$ cat src/rtl/phtime_tcnt_gen.sv
// phtime_tcnt_gen: registered freq/tcnt operand pair for the phase-time multiplier.
// Owns the time counter, accepts frequency words over a valid/ready handshake
// and holds a word received while running until the counter restarts, so the
// product freq*tcnt always restarts from zero on the new frequency.
// Optional build macro: PHTIME_TCNT_GEN_ERRCNT_EN adds a 16-bit saturating
// counter (errcnt) of cycles where freq_valid is high while freq_ready is low.
module phtime_tcnt_gen #(
  parameter int TCNTWIDTH = 18
) (
  input  logic        clk,
  input  logic        reset,
  input  logic [26:0] freq_in,
  input  logic        freq_valid,
  output logic        freq_ready,
  input  logic        sync,
  output logic [26:0] freq,
  output logic [26:0] tcnt,
  output logic        tcntlast,
  output logic        valid
`ifdef PHTIME_TCNT_GEN_ERRCNT_EN
  ,
  output logic [15:0] errcnt
`endif
);

  typedef enum logic [1:0] {
    IDLE = 2'd0,
    RUN  = 2'd1,
    PEND = 2'd2
  } state_t;

  localparam logic [TCNTWIDTH-1:0] CNT_MAX = '1;
  localparam logic [TCNTWIDTH-1:0] CNT_ONE = TCNTWIDTH'(1);

  state_t               r_state;
  logic [TCNTWIDTH-1:0] r_cnt;
  logic [26:0]          r_freq;
  logic [26:0]          r_pend;
  logic                 r_tcntlast;
  logic                 r_valid;
  logic                 r_ready;

  logic                 w_hs;
  logic                 w_apply;
  logic [TCNTWIDTH-1:0] w_cnt_inc;
  logic [TCNTWIDTH-1:0] w_cnt_nxt;

  assign w_hs      = freq_valid & r_ready;
  assign w_cnt_inc = r_cnt + CNT_ONE;

  // Next counter value and the pending-apply decision (tcntlast is the
  // registered flag for the value currently shown, so it selects the wrap edge).
  always_comb begin
    w_apply   = (r_state == PEND) && (r_tcntlast || sync);
    w_cnt_nxt = '0;
    case (r_state)
      IDLE:    w_cnt_nxt = '0;
      RUN:     w_cnt_nxt = sync ? '0 : w_cnt_inc;
      PEND:    w_cnt_nxt = w_apply ? '0 : w_cnt_inc;
      default: w_cnt_nxt = '0;
    endcase
  end

  // Control FSM with registered operand pair, ready and last flag.
  always_ff @(posedge clk or posedge reset) begin
    if (reset) begin
      r_state    <= IDLE;
      r_cnt      <= '0;
      r_freq     <= '0;
      r_pend     <= '0;
      r_tcntlast <= 1'b0;
      r_valid    <= 1'b0;
      r_ready    <= 1'b1;
    end else begin
      r_cnt      <= w_cnt_nxt;
      r_tcntlast <= (w_cnt_nxt == CNT_MAX);
      case (r_state)
        IDLE: begin
          if (w_hs) begin
            r_freq  <= freq_in;
            r_valid <= 1'b1;
            r_state <= RUN;
          end
        end
        RUN: begin
          if (w_hs) begin
            r_pend  <= freq_in;
            r_ready <= 1'b0;
            r_state <= PEND;
          end
        end
        PEND: begin
          if (w_apply) begin
            r_freq  <= r_pend;
            r_ready <= 1'b1;
            r_state <= RUN;
          end
        end
        default: begin
          r_state <= IDLE;
          r_ready <= 1'b1;
        end
      endcase
    end
  end

  generate
    if (TCNTWIDTH < 27) begin : g_zext
      assign tcnt = {{(27 - TCNTWIDTH){1'b0}}, r_cnt};
    end else begin : g_full
      assign tcnt = r_cnt;
    end
  endgenerate

  assign freq       = r_freq;
  assign tcntlast   = r_tcntlast;
  assign valid      = r_valid;
  assign freq_ready = r_ready;

`ifdef PHTIME_TCNT_GEN_ERRCNT_EN
  logic [15:0] r_errcnt;

  // Saturating count of offers made while the block cannot accept them.
  always_ff @(posedge clk or posedge reset) begin
    if (reset) begin
      r_errcnt <= '0;
    end else if (freq_valid && !r_ready && (r_errcnt != 16'hFFFF)) begin
      r_errcnt <= r_errcnt + 16'd1;
    end
  end

  assign errcnt = r_errcnt;
`endif

endmodule

$ cat config.mk
export PLATFORM = sky130hd
export DESIGN_NAME = phtime_tcnt_gen
export DESIGN_NICKNAME = d
export VERILOG_FILES = /design/src/rtl/phtime_tcnt_gen.sv
export SDC_FILE = /design/constraint.sdc
export NUM_CORES = 1
export LEC_CHECK = 0
export ABC_AREA = 0
export CORE_UTILIZATION = 45
export CTS_CLUSTER_DIAMETER = 150
export DETAILED_ROUTE_END_ITERATION = 10
export GPL_ROUTABILITY_DRIVEN = 1
export PLACE_DENSITY = 0.76
export SETUP_SLACK_MARGIN = 0.5
export SLEW_MARGIN = 30
export SYNTH_ARGS = -nofsm -noshare
export SYNTH_HDL_FRONTEND = slang
export SYNTH_SLANG_ARGS = --single-unit
$ cat constraint.sdc
create_clock -name clk -period 3.05 [get_ports clk]
set_input_delay 0.305 -clock clk [delete_from_list [all_inputs] [get_ports clk]]
set_output_delay 0.305 -clock clk [all_outputs]
set_load 0.005 [all_outputs]
==> summary.md <==
| Metric | Value |
|---|---|
| Vias in the first global route | 2555 |
| FP Rows | 32 |
| Clk sink count | 77 |
| # H-tree levels | 3 |
| Cell taking the most area after synthesis | dfrtp_1 |
| Max Clock Freq | 0.430 GHz |
| Hold_buf cts | 0 |
| Critical path origin | r_cnt[0]$_DFF_PP0_ |
| Initial antenna violation count | 0 |
| Via density | 5.19 |
| Maximum vdd drop | 0.296 mV |
| Largest family of logic cells by synthesized area | multiplexers |
| FF-to-FF Start | r_cnt[0]$_DFF_PP0_ |
| Sequential-to-total area share from yosys stat | 53.9% |
| Post-DRT Antenna Nets | 0 |
| Cell Area, Placed | 4490 µm² |
| Reg2reg end | tcntlast$_DFF_PP0_ |
| YS warnings | 0 |
| Vias post-DR | 2652 |
| Worst reg2reg setup slack | 0.72 ns |
| Worst slew margin | 46.6% |
| Async S/R FF share, synth | 100% |
| Post-synth EDFFs | 0 |
| Compound-Gate Fraction of Synth Area | 7.52% |
| Commonest cells in the netlist | dfrtp_1 (76), nor2_1 (49), a21oi_1 (30), mux2_2 (27), mux2i_1 (27) |
| Flops & latches, synth | 77 |
| Worst Path Required | 3.29 ns |
| Run status | finished, final reports clean |
| DRC violations left | 0 |
| Nets@finish | 440 |
| Gate Count Post-Synth | 320 |
| Place WS | 0.751 ns |
| Area of the multi-input gates | 1560 µm² |
| CP startpoint kind | flip-flop |
| Avg Cell Area, Syn | 11.2 µm² |
| Ys flop type | dfrtp_1 |
| Worst Setup Slack, final | 0.724 ns |
| Detailed placement HPWL | 5080 µm |
| All-Layer GR Usage | 18.7% |
| Starting density of the core | 46.3% |
| Final instance area | 4680 µm² |
| Setup crit end kind | flip-flop |
| # diodes | 0 |
| Largest net degree at the start of global routing | 55 |
| Final hold violation count | 0 |
| First-pass GRT wire length | 12200 µm |
| CTS tree | yes |
| Final wirelength | 7450 µm |
| CP max FO | 10 |
| Post-synthesis adder-cell area fraction | 1.75% |
| Post-Syn Area | 3580 µm² |
| Worst slew pin tran | 0.799 ns |
| Final worst path period need | 2.33 ns |
| Grt ovf | 0 |
| Setup Skew | 0.00783 ns |
| Setup total negative slack | 0 ns |
| Leakage power | 0.00189 µW |
| Post-synth top area share | 53.1% |
| WP data arrival | 2.56 ns |
| Fin crit share | 76.3% |
| Max Cap Violations | 0 |
| Register area | 1930 µm² |
| Core outline area | 7730 µm² |
| Simple-gate share of the synthesized area | 12.8% |
| R2r worst-path depth | 6 |
| Most area-consuming cells after synthesis | dfrtp_1 (53%), mux2_2 (8.5%), mux2i_1 (7.6%) |
| DRT Pass-1 Iters | 6 |
| Hold Crit Class | input port to async pin |
| DIE AREA | 8310 µm² |
| Setup Buffers After CTS | 0 |
| Post-synthesis mux area share | 16.0% |
| IO Count | 88 |
| Library cells used by synthesis | 42 |
| PortBufs | 78 |
| Layout cells sized above 1 | 13.7% |
| Cell with the most instances after synthesis | dfrtp_1 |
| 1st-iter DRT viols | 98 |
| Final max-slew violation count | 0 |
| Avg WL per Cell | 14.6 µm |
| Die height | 91.2 µm |
| Cells resized by post-CTS repair | 0 |
| RePlAce Congestion | 0.830 |
| Synth Area in XOR/XNOR | 4.16% |
| Max Root-Sink Buffers | 2 |
| Pwr dens | 815 nW/µm² |
| RSZ-0062 raised after global routing | no |
| Layout area overhead | 30.8% |
| Clock latency on the worst-skew pair | 0.34 ns |
| Setup violators final | 0 |
| Fill count | 629 |
| Clock root buffer | clkbuf_8 |
| Die Wd | 91.2 µm |
| Clk slew on worst S/H paths | 0.08 ns |
| Critical path class | flip-flop to flip-flop |
| Num CTS Buffers | 9 |
worst max-delay path: stages, from the launching register on:
cell and delay (ns):
dfrtp_1 0.50, ha_1 0.34, nand4_1 0.23, nor3_1 0.24, xnor2_1 0.11, or4_1 0.52
a2111oi_2 0.28
sequential cells by signal, indices dropped and copies added (netlist names):
| name | flops |
|---|---|
| tcntlast | 1 |
| freq | 27 |
| freq_ready | 1 |
| valid | 1 |
| r_cnt | 18 |
| r_state | 2 |
| r_pend | 27 |
logic make-up (layout without fill, tap and decap cells):
family	count (synthesis)	count (layout)
AOI/OAI and AO/OA	45	45
muxes	54	54
DFF	77	77
buffers and inverters	26	107
other	1	9
and+or+nand+nor	95	95
adders and majority gates	5	5
xor gates and xnor gates	17	17
power by group:
| group | switching (µW) | internal [µW] | leakage (µW) |
|---|---|---|---|
| registers | 208 | 1420 | 0.000928 |
| clock network | 366 | 378 | 0.000100 |
| logic | 635 | 807 | 0.000859 |
area by class of cell:
cell class	instances	area share, %
multi-input cells	225	33.4
flip-flops and latches	77	41.2
repair buffers	86	18.2
clock buffers	10	2.73
clock inverters	6	1.34
inverters	5	0.401
well taps	102	2.73
placed cells by master, fill, tap and decap left out, types with 4 or more instances in the layout:
cell             Yosys  routed
clkdlybuf4s50_1      0      78
dfrtp_1             76      76
nor2_1              49      49
a21oi_1             30      29
mux2_2              27      27
mux2i_1             27      27
nand3_1             10      10
xor2_1              10      10
conb_1               1       9
clkbuf_8             0       9
nand2_1              8       8
xnor2_1              7       7
buf_4                9       7
nand4_1              5       5
inv_1                5       4
and3_1               4       4
o21ai_0              4       4
ha_1                 5       4
worst max-delay path by stage:
| stage | endpoint | slack [ns] | cells past startpoint |
|---|---|---|---|
| finish | tcntlast$_DFF_PP0_ | 0.72 | 6 |
| global route | tcntlast$_DFF_PP0_ | 0.50 | 6 |
| CTS | tcntlast$_DFF_PP0_ | 0.72 | 6 |
| detailed placement | tcntlast$_DFF_PP0_ | 0.75 | 6 |
| global placement | tcntlast$_DFF_PP0_ | 0.81 | 6 |
| floorplan | freq[0]$_DFFE_PP0P_ | 0.78 | 1 |
metrics by stage:
stage	power [µW]	cells	hold slack [ns]	utilization, %
6_report	3810	511	0.432	60.6
5_1_grt	4070	511	0.502	60.6
4_1_cts	3850	511	0.458	60.6
3_5_place_dp	3110	495	0.458	58.1
3_3_place_gp	3040	495	0.450	58.1
2_1_floorplan	2470	328	0.452	-
layer usage:
metal	track usage (%)	vias to the layer above	wire length, µm
li1	-	1275	-
met1	25.7	1279	3520
met2	29.2	88	3330
met3	4.77	10	513
met4	6.22	0	87
met5	0	-	0
(Power assumes the default switching activity.)
